## src/rtl/rr_lock_arbiter.sv

```systemverilog
// Three-way round-robin arbiter with grant locking, a hold timeout and a
// one-cycle cooldown gap between owners. All outputs are registered.
module rr_lock_arbiter #(
    parameter int unsigned NUM_REQ  = 3,
    parameter int unsigned HOLD_MAX = 16,
    parameter int unsigned CNT_W    = 5
) (
    input  logic               clk,
    input  logic               reset,
    input  logic [NUM_REQ-1:0] request,
    output logic [NUM_REQ-1:0] grant,
    output logic [1:0]         grant_id,
    output logic               busy,
    output logic               timeout
);

    typedef enum logic [1:0] {StIdle, StGrant, StCooldown} state_e;

    state_e             state_q, state_d;
    logic [NUM_REQ-1:0] grant_q, grant_d;
    logic [1:0]         grant_id_q, grant_id_d;
    logic               busy_q, busy_d;
    logic               timeout_q, timeout_d;
    logic [CNT_W-1:0]   cnt_q, cnt_d;
    logic [1:0]         last_q, last_d;

    logic [1:0]         win_idx;
    logic               any_req;
    logic               owner_req;
    logic               hold_expired;

    assign any_req      = |request;
    assign owner_req    = request[last_q];
    assign hold_expired = (cnt_q == CNT_W'(HOLD_MAX - 1));

    // Scan starts just after the previous owner so it becomes lowest priority.
    always_comb begin
        win_idx = 2'd0;
        unique case (last_q)
            2'd0: begin
                if (request[1])      win_idx = 2'd1;
                else if (request[2]) win_idx = 2'd2;
                else                 win_idx = 2'd0;
            end
            2'd1: begin
                if (request[2])      win_idx = 2'd2;
                else if (request[0]) win_idx = 2'd0;
                else                 win_idx = 2'd1;
            end
            default: begin
                if (request[0])      win_idx = 2'd0;
                else if (request[1]) win_idx = 2'd1;
                else                 win_idx = 2'd2;
            end
        endcase
    end

    always_ff @(posedge clk or negedge reset) begin
        if (!reset) begin
            state_q    <= StIdle;
            grant_q    <= '0;
            grant_id_q <= 2'd0;
            busy_q     <= 1'b0;
            timeout_q  <= 1'b0;
            cnt_q      <= '0;
            last_q     <= 2'd2;
        end else begin
            state_q    <= state_d;
            grant_q    <= grant_d;
            grant_id_q <= grant_id_d;
            busy_q     <= busy_d;
            timeout_q  <= timeout_d;
            cnt_q      <= cnt_d;
            last_q     <= last_d;
        end
    end

    always_comb begin
        state_d = state_q;
        unique case (state_q)
            StIdle:     if (any_req) state_d = StGrant;
            StGrant:    if (!owner_req || hold_expired) state_d = StCooldown;
            StCooldown: state_d = StIdle;
            default:    state_d = StIdle;
        endcase
    end

    // Release is tested before expiry so a coinciding drop never flags timeout.
    always_comb begin
        grant_d    = grant_q;
        grant_id_d = grant_id_q;
        busy_d     = busy_q;
        timeout_d  = timeout_q;
        cnt_d      = cnt_q;
        last_d     = last_q;
        unique case (state_q)
            StIdle: begin
                if (any_req) begin
                    grant_d          = '0;
                    grant_d[win_idx] = 1'b1;
                    grant_id_d       = win_idx;
                    busy_d           = 1'b1;
                    last_d           = win_idx;
                    cnt_d            = '0;
                end
            end
            StGrant: begin
                if (!owner_req) begin
                    grant_d    = '0;
                    grant_id_d = 2'd0;
                    busy_d     = 1'b0;
                end else if (hold_expired) begin
                    grant_d    = '0;
                    grant_id_d = 2'd0;
                    busy_d     = 1'b0;
                    timeout_d  = 1'b1;
                end else begin
                    cnt_d = cnt_q + CNT_W'(1);
                end
            end
            StCooldown: begin
                grant_d    = '0;
                grant_id_d = 2'd0;
                busy_d     = 1'b0;
                timeout_d  = 1'b0;
            end
            default: begin
                grant_d    = '0;
                grant_id_d = 2'd0;
                busy_d     = 1'b0;
                timeout_d  = 1'b0;
            end
        endcase
    end

    assign grant    = grant_q;
    assign grant_id = grant_id_q;
    assign busy     = busy_q;
    assign timeout  = timeout_q;

endmodule
```

## config.mk

```make
export PLATFORM = sky130hd
export DESIGN_NAME = rr_lock_arbiter
export DESIGN_NICKNAME = d
export VERILOG_FILES = /design/src/rtl/rr_lock_arbiter.sv
export SDC_FILE = /design/constraint.sdc
export NUM_CORES = 1
export LEC_CHECK = 0
export ABC_AREA = 1
export CAP_MARGIN = 20
export CORE_MARGIN = 1
export CORE_UTILIZATION = 41
export DETAILED_ROUTE_END_ITERATION = 16
export HOLD_SLACK_MARGIN = 0.12
export PLACE_DENSITY = 0.62
export SYNTH_ARGS = -nofsm -noshare
export SYNTH_HDL_FRONTEND = slang
export SYNTH_SLANG_ARGS = --single-unit
```

## constraint.sdc

```tcl
create_clock -name clk -period 4.1 [get_ports clk]
set_input_delay 0.615 -clock clk [delete_from_list [all_inputs] [get_ports clk]]
set_output_delay 0.615 -clock clk [all_outputs]
set_load 0.02 [all_outputs]
```

==> results of run 1 <==
power by group:
| group | switching [mW] | internal, mW |
|---|---|---|
| clock | 0.0458 | 0.0378 |
| sequential | 0.0324 | 0.201 |
| combinational | 0.209 | 0.121 |
cell usage after synthesis:
| master | instances | area share |
|---|---|---|
| a21oi_1 | 2 | 0.013 |
| dfrtp_1 | 14 | 0.44 |
| dfstp_2 | 1 | 0.033 |
| ha_1 | 2 | 0.032 |
| inv_1 | 12 | 0.057 |
| inv_2 | 1 | 0.0047 |
| nand2_1 | 33 | 0.16 |
| nand2_2 | 8 | 0.063 |
| nand2_4 | 1 | 0.014 |
| nand3_1 | 7 | 0.044 |
| nand3_2 | 1 | 0.013 |
| nand4_1 | 1 | 0.0079 |
| nor2_1 | 13 | 0.062 |
| nor2_4 | 1 | 0.014 |
| o211ai_2 | 1 | 0.016 |
| o21ai_0 | 4 | 0.025 |
registers in the layout, indices dropped and copies added (netlist names):
name      count
cnt_q         5
grant         3
grant_id      2
last_q        2
busy          1
state_q       1
timeout       1
placed cells by master, fill, tap and decap left out, drive strengths merged:
cell type and count:
dfstp 1, nand2 42, o211ai 1, nand3 8, ha 2, a21oi 2
nor2 14, inv 13, nand4 1, clkbuf 4, clkdlybuf4s50 11, dfrtp 14
o21ai 4
per-stage QoR:
| step | cell area (µm²) | std cells | hold WS, ns | power, mW |
|---|---|---|---|---|
| finish | 957 | 142 | 0.468 | 0.647 |
| global route | 957 | 142 | 0.479 | 0.701 |
| CTS | 957 | 142 | 0.466 | 0.656 |
| detailed placement | 931 | 138 | 0.451 | 0.567 |
| global placement | 931 | 138 | 0.452 | 0.568 |
| floorplan | 790 | 102 | 0.319 | 0.458 |
routing by layer:
metal | global-route usage | wire length, µm | vias up
met5 | 0 | 0 | -
met4 | 0.124 | 44 | 0
met3 | 0.0238 | 57 | 5
met2 | 0.217 | 588 | 14
met1 | 0.250 | 783 | 279
li1 | - | - | 347
layout make-up:
cell class / instances / area (µm²)
inverters: 13 / 48.8
flip-flops and latches: 15 / 377
multi-input cells: 74 / 364
fillers: 179 / 807
repair buffers: 11 / 110
well taps: 25 / 31.3
clock buffers: 4 / 26.3
logic make-up after synthesis:
logic type / count (synthesis) / share of synthesized area
flops: 15 / 0.477
simple gates: 65 / 0.376
compound gates: 7 / 0.0539
fa+ha+maj: 2 / 0.0317
buf+inv: 13 / 0.0618
path summary, 6_finish.rpt:
kind | cells after the start | endpoint | start | slack [ns]
worst max-delay path | 1 | busy | busy$_DFFE_PN0P_ | 2.18
worst min register to register | 1 | timeout$_DFFE_PN0P_ | state_q[1]$_DFFE_PN0P_ | 0.47
worst max register to register | 9 | grant[1]$_DFFE_PN0P_ | cnt_q[0]$_DFFE_PN0P_ | 2.59
max in group asynchronous | 1 | grant[1]$_DFFE_PN0P_ | reset | 2.95
worst min-delay path | 1 | timeout$_DFFE_PN0P_ | state_q[1]$_DFFE_PN0P_ | 0.47
min in group asynchronous | 1 | timeout$_DFFE_PN0P_ | reset | 0.73
==> results by group, run 1 <==
Critical path
  – Crit Path Class: reg2out
  – Worst setup EP type: output pin
  – WP data arrival: 1.30 ns
  – Slowest-stage cell, CP: clkdlybuf4s50_1
  – Nature of the critical path startpoint: flop
  – Worst path required time: 3.48 ns
  – Crit-path max FO: 3
  – CP top delay family: buffers and inverters
  – CP cell instances: clkdlybuf4s50_1
  – CP bufs+invs: 1
  – CP max stage delay: ~0.62 ns

Synthesis
  – #FFs+latches synth: 15
  – Synth cell types: 16
  – Syn nets: 109
  – Register area share after synthesis: 0.477
  – Yosys warning count: 0
  – Mean post-synth cell area: 7.74 µm²
  – Synthesized cell area: 790 µm²
  – Post-Syn Instances: 102

Floorplan
  – Site Rows: 15
  – I/O Pins: 12
  – Die Width: 45.9 µm
  – Initial Utilization: 0.448
  – Die Y-Extent: 45.9 µm
  – Die Footprint: between 0.002 and 0.0025 mm²
  – Core area: 0.00176 mm²

Clocking
  – Post-CTS sizing: 0
  – Max H-tree Level: 1
  – Clock tree root buffer cell: clkbuf_4
  – Skew-Pair Late Insertion Delay: ~0.28 ns
  – Clk sinks: 15
  – Post-CTS Hold Buffers: 0
  – Clock buffer count from CTS: 3
  – Clk slew on worst S/H paths: 0.09 ns
  – Setup repair bufs after CTS: 0
  – CTS tree: built
  – Max clock buf depth: 2

Global routing
  – Total gr overflow: 0
  – Antenna violations before repair: 0
  – First-pass GRT wire length: 2410 µm
  – Largest net degree at the start of global routing: 16
  – Total track usage: 0.168
  – Vias in the first global route: 569

Drt
  – Via Count: 645
  – # DRC: 0
  – DRT Wirelength: 1470 µm
  – Wire per inst: 10.4 µm
  – First drt pass iteration count: 3
  – Vias per cell: roughly 4.5
  – 1st-iter DRT viols: 4
  – Post-DRT Antenna Nets: 0

Power and ir drop
  – Cell leakage power: 0.502 nW
  – Maximum VDD drop: 0.000368 V
  – Power Density: 676 mW/mm²

STA
  – Worst slew margin: 0.556
  – Final worst setup slack: ~2.2 ns
  – TNS Setup: 0 ns
  – Fin crit period: 1.92 ns
  – Final count of hold timing violations: 0
  – Max Fclk: 521 MHz
  – RSZ-0062 raised after global routing: false
  – Slew of the pin with the lowest slew margin: 0.664 ns
  – Count of final max-slew check failures: 0
  – Final setup vio count: 0
  – Clock skew: 0.00423 ns
  – Fin crit share: 0.468

Run status
  – Status: finished, final reports clean

Layout
  – N_diodes: 0
  – Nets@finish: between 100 and 150
  – Layout cell share with drive strength beyond 1: 0.145
  – Final core occ: 0.543
  – Area growth syn-to-layout: 21.2%

Placed design
  – Post-detail-place hpwl: 1110 µm
  – Placer congestion estimate: just over 0.7
  – Pre-CTS setup slack: 2.23 ns
  – PortBufs: 11

Job
  – Max-cap violations: 0

Min path
  – Worst hold-check path type: reg2reg
No activity file was read; power rests on OpenSTA's default activity.
==> run 2, diff against run 1 <==
clock period = 1.95 ns   (was 4.1 ns; I/O delays follow)
==> results of run 2 <==
The final DEF is identical to that of run 1. Status: finished, final reports clean.
Among the figures that moved: setup slack after placement 2.23 ns -> 0.407 ns; setup slack after layout 2.18 ns -> 0.353 ns; hold slack 0.468 ns -> 0.408 ns; register-to-register setup slack 2.59 ns -> 0.44 ns; total power 0.647 mW -> 1.36 mW; worst IR drop on VDD 0.000368 V -> 0.000775 V
==> run 3, diff against run 2 <==
PLACE_DENSITY = 0.65   (was 0.62)
clock period = 1.3 ns   (was 1.95 ns; I/O delays follow)
==> results by group, run 3 (synthesis gave the netlist of run 1 again) <==
Critical path
  – CP cell instances: ha_4 > nand2_4 > nor2_4 > ha_4 > inv_2 > nand2_2 > nand2_4 > nand2_4 > nand2_1 > nand2_1
  – CP max stage delay: 0.41 ns
  – Slowest-stage cell, CP: dfrtp_1
  – Nature of the critical path startpoint: flop
  – Crit Path Class: reg2reg
  – Worst setup EP type: flop
  – WP data arrival: 1.51 ns
  – Crit-path max FO: 5
  – Most used cell, CP: nand2_4
  – Worst path required time: 1.47 ns

Power and ir drop
  – P_sw: 0.998 mW
  – Net Sw Frac: 0.444
  – Power Density: 2010 mW/mm²
  – Total power: 2.25 mW
  – Flop pwr share: 0.328
  – Clk pwr share: 0.117
  – Logic pwr share: 0.555
  – Cell leakage power: 0.614 nW
  – Total internal power: 1.25 mW
  – Maximum VDD drop: between 0.001 and 0.0015 V

Floorplan
  – Site Rows: 15
  – Core area: 0.00176 mm²
  – Die Width: 45.9 µm
  – Die Y-Extent: 45.9 µm
  – Initial Utilization: 0.448
  – I/O Pins: 12
  – Die Footprint: 0.00210 mm²

Layout
  – Layout cell share with drive strength beyond 1: 0.321
  – Max FFs per register: 5
  – Commonest non-fill, non-tap cell in the layout: nand2_1
  – Largest register by flop count: cnt_q
  – Most frequent cells in the layout: nand2_1, dfrtp_1, buf_4, inv_1, nor2_1
  – Area growth syn-to-layout: 41.8%
  – N_diodes: 0
  – Nets@finish: about 140

STA
  – Max Fclk: 747 MHz
  – Worst slew margin: 0.808
  – Fin crit period: 1.34 ns
  – Fin crit share: 1.03
  – Slew of the pin with the lowest slew margin: 0.284 ns
  – Count of final max-slew check failures: 0
  – Final count of hold timing violations: 0
  – RSZ-0062 raised after global routing: true
  – Final setup vio count: 11
  – TNS Setup: -0.268 ns
  – Clock skew: 0.00921 ns
  – Final worst setup slack: -0.0391 ns

Placed design
  – Placer congestion estimate: slightly below 0.8
  – Post-detail-place hpwl: 1260 µm
  – PortBufs: 11

Drt
  – Vias per cell: 4.60
  – # DRC: 0
  – 1st-iter DRT viols: 11
  – Post-DRT Antenna Nets: 0
  – First drt pass iteration count: 5
  – Via Count: 718
  – Wire per inst: 10.8 µm
  – DRT Wirelength: roughly 1700 µm

Clocking
  – CTS tree: built
  – Max H-tree Level: 1
  – Clock buffer count from CTS: 3
  – Clk slew on worst S/H paths: 0.09 ns
  – Max clock buf depth: 2
  – Post-CTS Hold Buffers: 0
  – Skew-Pair Late Insertion Delay: 0.28 ns
  – Clk sinks: 15
  – Clock tree root buffer cell: clkbuf_4

Global routing
  – Antenna violations before repair: 0
  – First-pass GRT wire length: between 2000 and 3000 µm
  – Total track usage: 0.176
  – Total gr overflow: 0
  – Vias in the first global route: around 660
  – Largest net degree at the start of global routing: 10

Job
  – Max-cap violations: 0

Min path
  – Worst hold-check path type: in2async

Run status
  – Status: finished with violations
  – Violated checks: setup timing
==> run 3: changes by cell type in the layout (fill, tap and decap cells not counted), moves of 4 or more <==
cell,previous run,this run
buf_4,0,14
clkdlybuf4s50_1,11,4
dlygate4sd2_1,0,7
nor2_1,13,9
==> run 3: per-layer routing <==
layer  track usage  wire length, µm
met5             0                0
met4        0.0588               12
met3        0.0238               36
met2         0.315              878
met1         0.214              755
==> run 3: what timing repair did <==
item	in CTS	in global routing
pin swaps	8	6
endpoints found under the hold margin	0	0
setup buffers	2	1
resized for setup	12	9
setup endpoints to repair	19	14
==> run 3: final cells by class <==
type,instances,area [µm²]
fill,171,644
multi-input combinational,74,430
sequential,15,377
timing repair buffer,25,206
inverter,13,48.8
tap,25,31.3
clock buffer,4,26.3
==> run 3: power groups by stage <==
stage | Combinational [mW] | Clock (mW) | Sequential (mW)
finish | 1.25 | 0.264 | 0.738
global route | 1.37 | 0.290 | 0.757
CTS | 1.21 | 0.277 | 0.719
detailed placement | 1.21 | 0 | 0.732
global placement | 1.20 | 0 | 0.729
floorplan | 0.610 | 0 | 0.839
==> run 3: metrics by stage <==
stage | util | instances | area (µm²) | hold WS [ns] | setup WS [ns]
finish | 0.635 | 156 | 1120 | 0.211 | -0.0391
global route | 0.635 | 156 | 1120 | 0.223 | -0.113
CTS | 0.606 | 155 | 1070 | 0.212 | -0.0744
detailed placement | 0.579 | 149 | 1020 | 0.444 | -0.179
global placement | 0.579 | 149 | 1020 | 0.443 | -0.129
floorplan | - | 102 | 797 | -0.101 | -0.00112
==> run 3: path summary, 6_finish.rpt <==
path,startpoint,to,slack (ns),cells after the start
max,cnt_q[1]$_DFFE_PN0P_,cnt_q[0]$_DFFE_PN0P_,-0.04,10
min,reset,cnt_q[3]$_DFFE_PN0P_,0.21,2
max reg2reg,cnt_q[1]$_DFFE_PN0P_,cnt_q[0]$_DFFE_PN0P_,-0.04,10
min reg2reg,grant[2]$_DFFE_PN0P_,grant[2]$_DFFE_PN0P_,0.48,2
max in group asynchronous,reset,last_q[1]$_DFFE_PN1P_,0.86,2
min in group clk,grant[2]$_DFFE_PN0P_,grant[2]$_DFFE_PN0P_,0.48,2
==> run 3: critical path, delay by kind of cell (launching register included) <==
kind,cells,cell delay (ns)
buffers and inverters,1,0.04
AND/OR/NAND/NOR,7,0.44
flip-flops,1,0.41
adder cells (fa/ha/maj),2,0.34
